$ cat config.mk
export PLATFORM = sky130hd
export DESIGN_NAME = if_fetch_unit
export DESIGN_NICKNAME = d
export VERILOG_FILES = /design/src/rtl/if_fetch_unit.sv
export SDC_FILE = /design/constraint.sdc
export NUM_CORES = 1
export LEC_CHECK = 0
export ABC_AREA = 1
export CORE_AREA = 2 2 215 239
export DETAILED_ROUTE_END_ITERATION = 10
export DIE_AREA = 0 0 217 241
export GPL_TIMING_DRIVEN = 0
export PLACE_DENSITY = 0.49
export SLEW_MARGIN = 25
export SYNTH_ARGS = -nofsm -noshare
export SYNTH_HDL_FRONTEND = slang
export SYNTH_SLANG_ARGS = --single-unit
$ cat constraint.sdc
create_clock -name clk -period 4.4 [get_ports clk]
set_input_delay 0.88 -clock clk [delete_from_list [all_inputs] [get_ports clk]]
set_output_delay 0.88 -clock clk [all_outputs]
set_load 0.005 [all_outputs]
$ cat src/rtl/if_fetch_unit.sv
// Instruction-fetch front end: issues in-order word fetches, queues returned words in a prefetch FIFO
// and presents {PC+4, Instruction} to IF/ID. Define IF_FETCH_BYPASS_EN for the zero-latency empty-FIFO bypass.
module if_fetch_unit #(
   parameter int          FIFO_DEPTH = 4,
   parameter int          MAX_OUTST  = 2,
   parameter logic [31:0] RESET_PC   = 32'h0000_0000
) (
   input  logic        clk,
   input  logic        rst_n,
   input  logic        freeze,
   input  logic        SRAM_freeze,
   input  logic        branch_taken,
   input  logic [31:0] branch_addr,
   output logic        imem_req,
   output logic [31:0] imem_addr,
   input  logic        imem_gnt,
   input  logic        imem_rvalid,
   input  logic [31:0] imem_rdata,
   output logic [31:0] PC,
   output logic [31:0] Instruction,
   output logic        inst_valid
);

   localparam int AW = (FIFO_DEPTH > 1) ? $clog2(FIFO_DEPTH) : 1;
   localparam int CW = AW + 1;
   localparam int OW = 3;
   localparam int SW = CW + OW + 1;
   localparam logic [OW-1:0] MAX_O   = OW'(MAX_OUTST);
   localparam logic [SW-1:0] DEPTH_S = SW'(FIFO_DEPTH);

   logic [31:0]   fetchPc_q, fetchPc_d;
   logic [31:0]   respPc_q, respPc_d;
   logic [OW-1:0] outst_q, outst_d;
   logic [OW-1:0] discard_q, discard_d;
   logic [CW-1:0] count_q, count_d;
   logic [AW-1:0] wrPtr_q, wrPtr_d;
   logic [AW-1:0] rdPtr_q, rdPtr_d;
   logic          runEn_q;

   logic [31:0]   pcMem   [FIFO_DEPTH];
   logic [31:0]   instMem [FIFO_DEPTH];

   logic [SW-1:0] credit;
   logic          issue;
   logic          rspAccept;
   logic          fifoEmpty;
   logic          bypass;
   logic          pop;
   logic          fifoPush;
   logic          fifoPop;

   // Credit pre-reserves a FIFO slot for every live in-flight request, so a push can never overflow.
   assign credit    = SW'(count_q) + SW'(outst_q) - SW'(discard_q);
   assign imem_req  = runEn_q && !branch_taken && (outst_q < MAX_O) && (credit < DEPTH_S);
   assign imem_addr = fetchPc_q;
   assign issue     = imem_req && imem_gnt;
   assign rspAccept = imem_rvalid && !branch_taken && (discard_q == '0);
   assign fifoEmpty = (count_q == '0);

`ifdef IF_FETCH_BYPASS_EN
   assign bypass = runEn_q && fifoEmpty && rspAccept;
`else
   assign bypass = 1'b0;
`endif

   always_comb begin
      inst_valid  = 1'b0;
      PC          = 32'h0;
      Instruction = 32'h0;
      if (bypass) begin
         inst_valid  = 1'b1;
         PC          = respPc_q + 32'd4;
         Instruction = imem_rdata;
      end else if (!fifoEmpty) begin
         inst_valid  = 1'b1;
         PC          = pcMem[rdPtr_q];
         Instruction = instMem[rdPtr_q];
      end
   end

   assign pop      = inst_valid && !freeze && !SRAM_freeze && !branch_taken;
   assign fifoPop  = pop && !bypass;
   assign fifoPush = rspAccept && !(bypass && pop);

   // A redirect overrides everything; responses still in flight at that point become discards.
   always_comb begin
      fetchPc_d = fetchPc_q;
      respPc_d  = respPc_q;
      outst_d   = outst_q;
      discard_d = discard_q;
      count_d   = count_q;
      wrPtr_d   = wrPtr_q;
      rdPtr_d   = rdPtr_q;
      if (issue) begin
         fetchPc_d = fetchPc_q + 32'd4;
         outst_d   = outst_q + 3'd1;
      end
      if (imem_rvalid) begin
         outst_d = outst_d - 3'd1;
      end
      if (branch_taken) begin
         fetchPc_d = branch_addr & ~32'd3;
         respPc_d  = branch_addr & ~32'd3;
         discard_d = outst_d;
         count_d   = '0;
         wrPtr_d   = '0;
         rdPtr_d   = '0;
      end else begin
         if (imem_rvalid && (discard_q != '0)) begin
            discard_d = discard_q - 3'd1;
         end
         if (rspAccept) begin
            respPc_d = respPc_q + 32'd4;
         end
         if (fifoPush) begin
            wrPtr_d = wrPtr_q + AW'(1);
         end
         if (fifoPop) begin
            rdPtr_d = rdPtr_q + AW'(1);
         end
         count_d = count_q + CW'(fifoPush) - CW'(fifoPop);
      end
   end

   always_ff @(posedge clk or negedge rst_n) begin
      if (!rst_n) begin
         fetchPc_q <= RESET_PC;
         respPc_q  <= RESET_PC;
         outst_q   <= '0;
         discard_q <= '0;
         count_q   <= '0;
         wrPtr_q   <= '0;
         rdPtr_q   <= '0;
         runEn_q   <= 1'b0;
      end else begin
         fetchPc_q <= fetchPc_d;
         respPc_q  <= respPc_d;
         outst_q   <= outst_d;
         discard_q <= discard_d;
         count_q   <= count_d;
         wrPtr_q   <= wrPtr_d;
         rdPtr_q   <= rdPtr_d;
         runEn_q   <= 1'b1;
      end
   end

   // Storage needs no reset: the occupancy count alone decides what is visible.
   always_ff @(posedge clk) begin
      if (fifoPush) begin
         pcMem[wrPtr_q]   <= respPc_q + 32'd4;
         instMem[wrPtr_q] <= imem_rdata;
      end
   end

endmodule

Word level (Yosys, flattened, before mapping)
Memories as Yosys holds them, arrays and structs flattened.
Cells that the tools add are included.

operators by class
  add/subtract/negate cells = 11
  order comparisons = 2
  multiplexer cells = 18
  reduce and logical (&&, ||, !) cells = 20

operators by type and width
  operator                                                                      count
  32-bit 2-to-1 mux                                                             6
  32-bit by 3-bit adder with 32-bit output, second input constant               2
  3-bit 2-to-1 mux                                                              5
  1-bit logical AND                                                             10
  2-bit 2-to-1 mux                                                              4
  2-bit nonzero test                                                            4
  7-bit by 3-bit less-than comparator with 1-bit output, second input constant  1
  3-bit zero test                                                               2
  3-bit by 1-bit subtractor with 3-bit output, second input constant            2
  4-bit by 3-bit subtractor with 5-bit output                                   1
  2-bit by 1-bit adder with 2-bit output, second input constant                 2
  3-bit by 3-bit adder with 4-bit output                                        1
  3-bit by 1-bit adder with 3-bit output                                        1
  3-bit by 1-bit adder with 3-bit output, second input constant                 1
  1-bit zero test                                                               3
  3-bit by 2-bit less-than comparator with 1-bit output, second input constant  1
  1-bit 2-to-1 mux                                                              3
  3-bit nonzero test                                                            1
  3-bit by 1-bit subtractor with 3-bit output                                   1

word-level totals
  register bits after elaboration = 78
  RAM bits = 256
  bits of input ports = 71
  output and inout port bits = 98
  word-level logic and storage cells = 61
  memories = 2

memories
  memory   depth  width  rd ports  clocked after memory_dff  write ports  RTL line  source
  instMem  4      32     1         0                         1            41        logic [31:0] instMem [FIFO_DEPTH];
  pcMem    4      32     1         0                         1            40        logic [31:0] pcMem [FIFO_DEPTH];

Longest topological paths before layout
  depth in word-level cells = 9
  mapped depth = 21
  gate-level depth less buffers = 21

Worst setup path after synthesis
No wires, ideal clock.

  path type = input port to flip-flop
  start point = input port imem_rvalid
  end point = memory instMem[0][0] (enable)
  setup time = 0.482 ns
  arrival time = 4.078 ns
  required time = 3.918 ns
  slack = -0.161 ns
  cell stages on the path = 5
  path buffers = 1
  path through = inv_1 > nor3_4 > inv_1 > clkbuf_1 > nor2_1

on the way
  longest elaborated chain between the ends = 4

ends and longest elaborated chain
  what                                    RTL line  source
  from (decl)                             17        input logic imem_rvalid,
  1-bit logical AND (2 in series)         57        assign rspAccept = imem_rvalid && !branch_taken && (discard_q == '0);
  1-bit 2-to-1 mux                        149       if (fifoPush) begin
  1-bit 2-to-1 mux (implied by the code)  151       instMem[wrPtr_q] <= imem_rdata;
  to (decl)                               41

No other way between the ends.

Worst setup path in the final report
  start point = register rdPtr_q[0]
  end point = output port Instruction[27]

on the way
  longest elaborated chain between the ends = 2

ends and longest elaborated chain
  what                    RTL line  source
  from (decl)             37        logic [AW-1:0] rdPtr_q, rdPtr_d;
  from (signal assigned)  142       rdPtr_q <= rdPtr_d;
  memory read 4 x 32 bit  -
  32-bit 2-to-1 mux       74        end else if (!fifoEmpty) begin
  to (decl)               20        output logic [31:0] Instruction,

No other way between the ends.

==> results.txt <==
- Slew headroom: roughly 39%
- In this run the number of H-tree levels came out at 2.
* Routability-driven placement congestion ratio: approximately 0.9
- The tightest min-delay check is of the in2async type.
* Mean routed wirelength per cell: about 18 um
- Clock tree root buffer cell: sky130_fd_sc_hd__clkbuf_16
- Final-layout setup total negative slack: 0 ns
* Via count of the first global-routing pass: 11100
- The critical path in this run is classified as reg2out.
- Pin count of the biggest net entering global routing: 48
- Critical R2R Launch: outst_q[1]$_DFF_PN0_
- Combined global-route utilization of all metal layers: about 17%
- First-pass GRT wire length: roughly 66000 um
* Gate count of the mapped netlist: approximately 1500
- Slew Viols, Final: 0
- The analysis attributes to cell leakage a power of around 7.0 nW.
* Data arrival time at the worst-slack endpoint: between 3 and 4 ns
- Summing the areas of all and, or, nand and nor instances in the mapped netlist gives 18.8% of the synthesized area.
* Depth of the worst register-to-register path: 19
- Register-to-Register Setup Slack: between 0.8 and 0.9 ns
- Number of iterations in the first detailed-routing pass: 5
- CTS tree: yes
* Largest fanout on the critical path: 10
- IO Count: approximately 170
* Floorplan die area: roughly 52000 um2
* Number of placement rows: 86
- TritonCTS buffer count: 37
- Maximum buffer depth of the clock tree: 3
- Timing analysis after detailed placement gives a worst setup slack of around 0.29 ns.
* Skew-Pair Late Insertion Delay: roughly 0.56 ns
- Relative to the synthesized area, the layout overhead comes to 27.2%.
- Total number of vias: 11100
- The worst setup path is captured at an output port.
- Fraction of final layout cells sized beyond drive strength 1: around 6.8%
* Clock edge transition at the registers on the reported setup and hold paths: 0.05 ns
- Final setup violating endpoints: 0
* WP data required: approximately 3.5 ns
* RSZ-0062 raised after global routing: false
- Using the TritonRoute via totals, the vias-per-cell ratio works out to ~4.7.
- Synth warnings: 0
* Number of design rule violations left after detail routing: 0
* Diodes inserted: 0
- In this run the critical register-to-register path is captured at discard_q[2]$_DFFE_PN0P_.
- At the end of the flow, the number of nets in the layout was about 1800.
- Of the post-synthesis cell area, the part taken by muxes is 0%.
- After synthesis, the largest family of logic cells by area is simple AND/OR/NAND/NOR gates.
- Horizontal die dimension: approximately 220 um
- Detailed placement ended at an HPWL of approximately 31000 um.
* Synthesized area: about 15000 um2
- CP Launch Type: flip-flop
- Xor and xnor area share after synthesis: under 10%
- The number of different library cells used by synthesis comes to 42.
* Num Clock Sinks: approximately 320
* Initial detailed-routing violation count: 606
- Counting the fill cells in the layout gives between 5000 and 6000.
- Input and output buffers added on the ports amount to about 160.
* Antenna violation net count after detailed routing: 0
* Minimum setup slack in the final design: about 0.30 ns
- Share of the clock period used by the worst path after layout: between 90% and 100%
- Initial antenna violation count: 0
- Achievable Freq: roughly 0.24 GHz
- Share of flip-flops with an asynchronous set or reset after synthesis: 23.0%
- The final layout contains routed wiring with a total length of around 44000 um.
- Core outline area: about 50000 um2
- The synthesized netlist devotes under 10% of its cell area to adder and majority cells.
- Main synth FF type: sky130_fd_sc_hd__edfxtp_1
- For this run the aggregate overflow at the end of global routing stands at 0.
* Time the final worst path needs with I/O delays and setup: 4.10 ns
* Compound-Gate Fraction of Synth Area: between 9 and 10%
- Across the VDD grid, the largest voltage drop is roughly 0.00022 V.
* Final clock skew: 0.0239 ns
* Post-synthesis register bit count: between 300 and 400
- Once the floorplan was initialized, standard cells occupied 29.8% of the core.
* Number of endpoints with negative hold slack in the final report: 0
* Overall die height: between 200 and 250 um
* Transition time at the pin with the least slew margin: 0.920 ns
- The average instance in the mapped netlist occupies 10.0 um2.
* Sequential-to-total area share from yosys stat: between 60% and 70%
* Count of maximum capacitance violations: 0
- The flow ran to the end, and the final reports show no timing, DRC or antenna violations.
- Areal power density over the cells: 441 nW/um2
- Post-synth EDFFs: approximately 250
[cells in the mapped netlist (all sizes together) (3+ instances only)]
library cell,instances,area share [%]
clkbuf,45,1.1
inv,119,3.0
buf,23,0.80
o21bai,4,0.20
o211ai,14,0.71
nand2,222,5.8
fa,3,0.41
nor2,315,8.3
nor3,32,1.4
or2,4,0.17
ha,15,1.3
dfrtp,74,12
edfxtp,248,50
xor2,37,2.2
nand3b,4,0.29
o21ai,146,4.9
nand3,66,2.4
xnor2,7,0.41
o221ai,9,0.53
nand4,8,0.34
a21oi,69,2.3
[cell usage in the layout (no fill, tap or decap), types with 15 or more instances in the layout]
| cell type | instances |
|---|---|
| sky130_fd_sc_hd__dfrtp_1 | 74 |
| sky130_fd_sc_hd__nand3_1 | 63 |
| sky130_fd_sc_hd__nor2_1 | 302 |
| sky130_fd_sc_hd__ha_1 | 15 |
| sky130_fd_sc_hd__nor3_1 | 26 |
| sky130_fd_sc_hd__a21oi_1 | 69 |
| sky130_fd_sc_hd__edfxtp_1 | 248 |
| sky130_fd_sc_hd__inv_1 | 114 |
| sky130_fd_sc_hd__nand2_1 | 217 |
| sky130_fd_sc_hd__o21ai_0 | 146 |
| sky130_fd_sc_hd__clkdlybuf4s50_1 | 161 |
| sky130_fd_sc_hd__clkbuf_16 | 38 |
| sky130_fd_sc_hd__xor2_1 | 36 |
| sky130_fd_sc_hd__clkbuf_1 | 52 |
[sequential cells by signal (all words and copies together) (netlist names)]
name       cells
respPc_q      30
wrPtr_q        2
count_q        3
instMem      128
rdPtr_q        2
pcMem        120
imem_addr     30
runEn_q        1
discard_q      3
outst_q        3
[power breakdown]
| group | switching, mW | internal [mW] |
|---|---|---|
| Combinational | 0.955 | 0.657 |
| Clock | 1.25 | 1.81 |
| Sequential | 0.157 | 3.49 |
[routing by layer]
layer  global-route usage [%]  routed length [um]  up-vias
li1                         -                   -     5411
met1                     21.9               19600     5326
met2                     28.7               20900      304
met3                     3.09                2140       67
met4                     4.92                1020        0
met5                        0                   0        -
[cell families after synthesis]
kind of cell | Yosys count
flops | 322
other cells | 2
compound gates | 251
simple gates | 655
fa+ha+maj | 18
buf+inv | 187
xor+xnor | 44
[metrics by stage]
| step | total power [mW] | cell area [um2] | utilization (%) | hold WS [ns] | std cells |
|---|---|---|---|---|---|
| floorplan | 4.51 | 14800 | - | 0.489 | 1482 |
| global placement | 5.30 | 17300 | 34.7 | 0.511 | 2304 |
| detailed placement | 5.34 | 17600 | 35.5 | 0.522 | 2317 |
| CTS | 8.43 | 18800 | 37.9 | 0.188 | 2383 |
| global route | 8.74 | 18800 | 37.9 | 0.199 | 2383 |
| finish | 8.32 | 18800 | 37.9 | 0.204 | 2383 |
[area by class of cell]
class	instances	area (um2)	area share, %
Buffer	68	289	1.53
Clock inverter	18	196	1.04
Timing Repair Buffer	175	1950	10.4
Tap cell	660	826	4.38
Clock buffer	48	1010	5.35
Multi-Input combinational cell	973	4820	25.6
Inverter	119	447	2.37
Sequential cell	322	9300	49.4
[how the worst max path moves through the flow]
stage	start	end	slack [ns]	depth (start not counted)
3_5_place_dp	imem_rvalid	instMem[1][5]$_DFFE_PP_	0.29	9
5_1_grt	rdPtr_q[0]$_DFFE_PN0P_	Instruction[22]	0.08	7
2_1_floorplan	imem_rvalid	instMem[0][0]$_DFFE_PP_	-0.16	5
3_3_place_gp	imem_rvalid	instMem[1][5]$_DFFE_PP_	-3.53	6
6_report	rdPtr_q[0]$_DFFE_PN0P_	Instruction[27]	0.30	7
4_1_cts	rdPtr_q[0]$_DFFE_PN0P_	PC[15]	0.06	7
[worst max-delay path, cell delays in order (launching register included)]
cell and delay [ns]:
sky130_fd_sc_hd__dfrtp_1 0.35, sky130_fd_sc_hd__buf_2 0.20, sky130_fd_sc_hd__inv_2 0.20, sky130_fd_sc_hd__clkbuf_1 0.45, sky130_fd_sc_hd__clkbuf_1 0.47, sky130_fd_sc_hd__o21ai_0 0.17
sky130_fd_sc_hd__a21oi_1 0.26, sky130_fd_sc_hd__clkdlybuf4s50_1 0.56
[repair_timing]
item	4_1_cts	5_1_grt
resized for setup	0	2
hold buffers	0	0
buffers inserted	0	0
setup endpoints to repair	0	3
No activity file was read; power rests on OpenSTA's default activity.
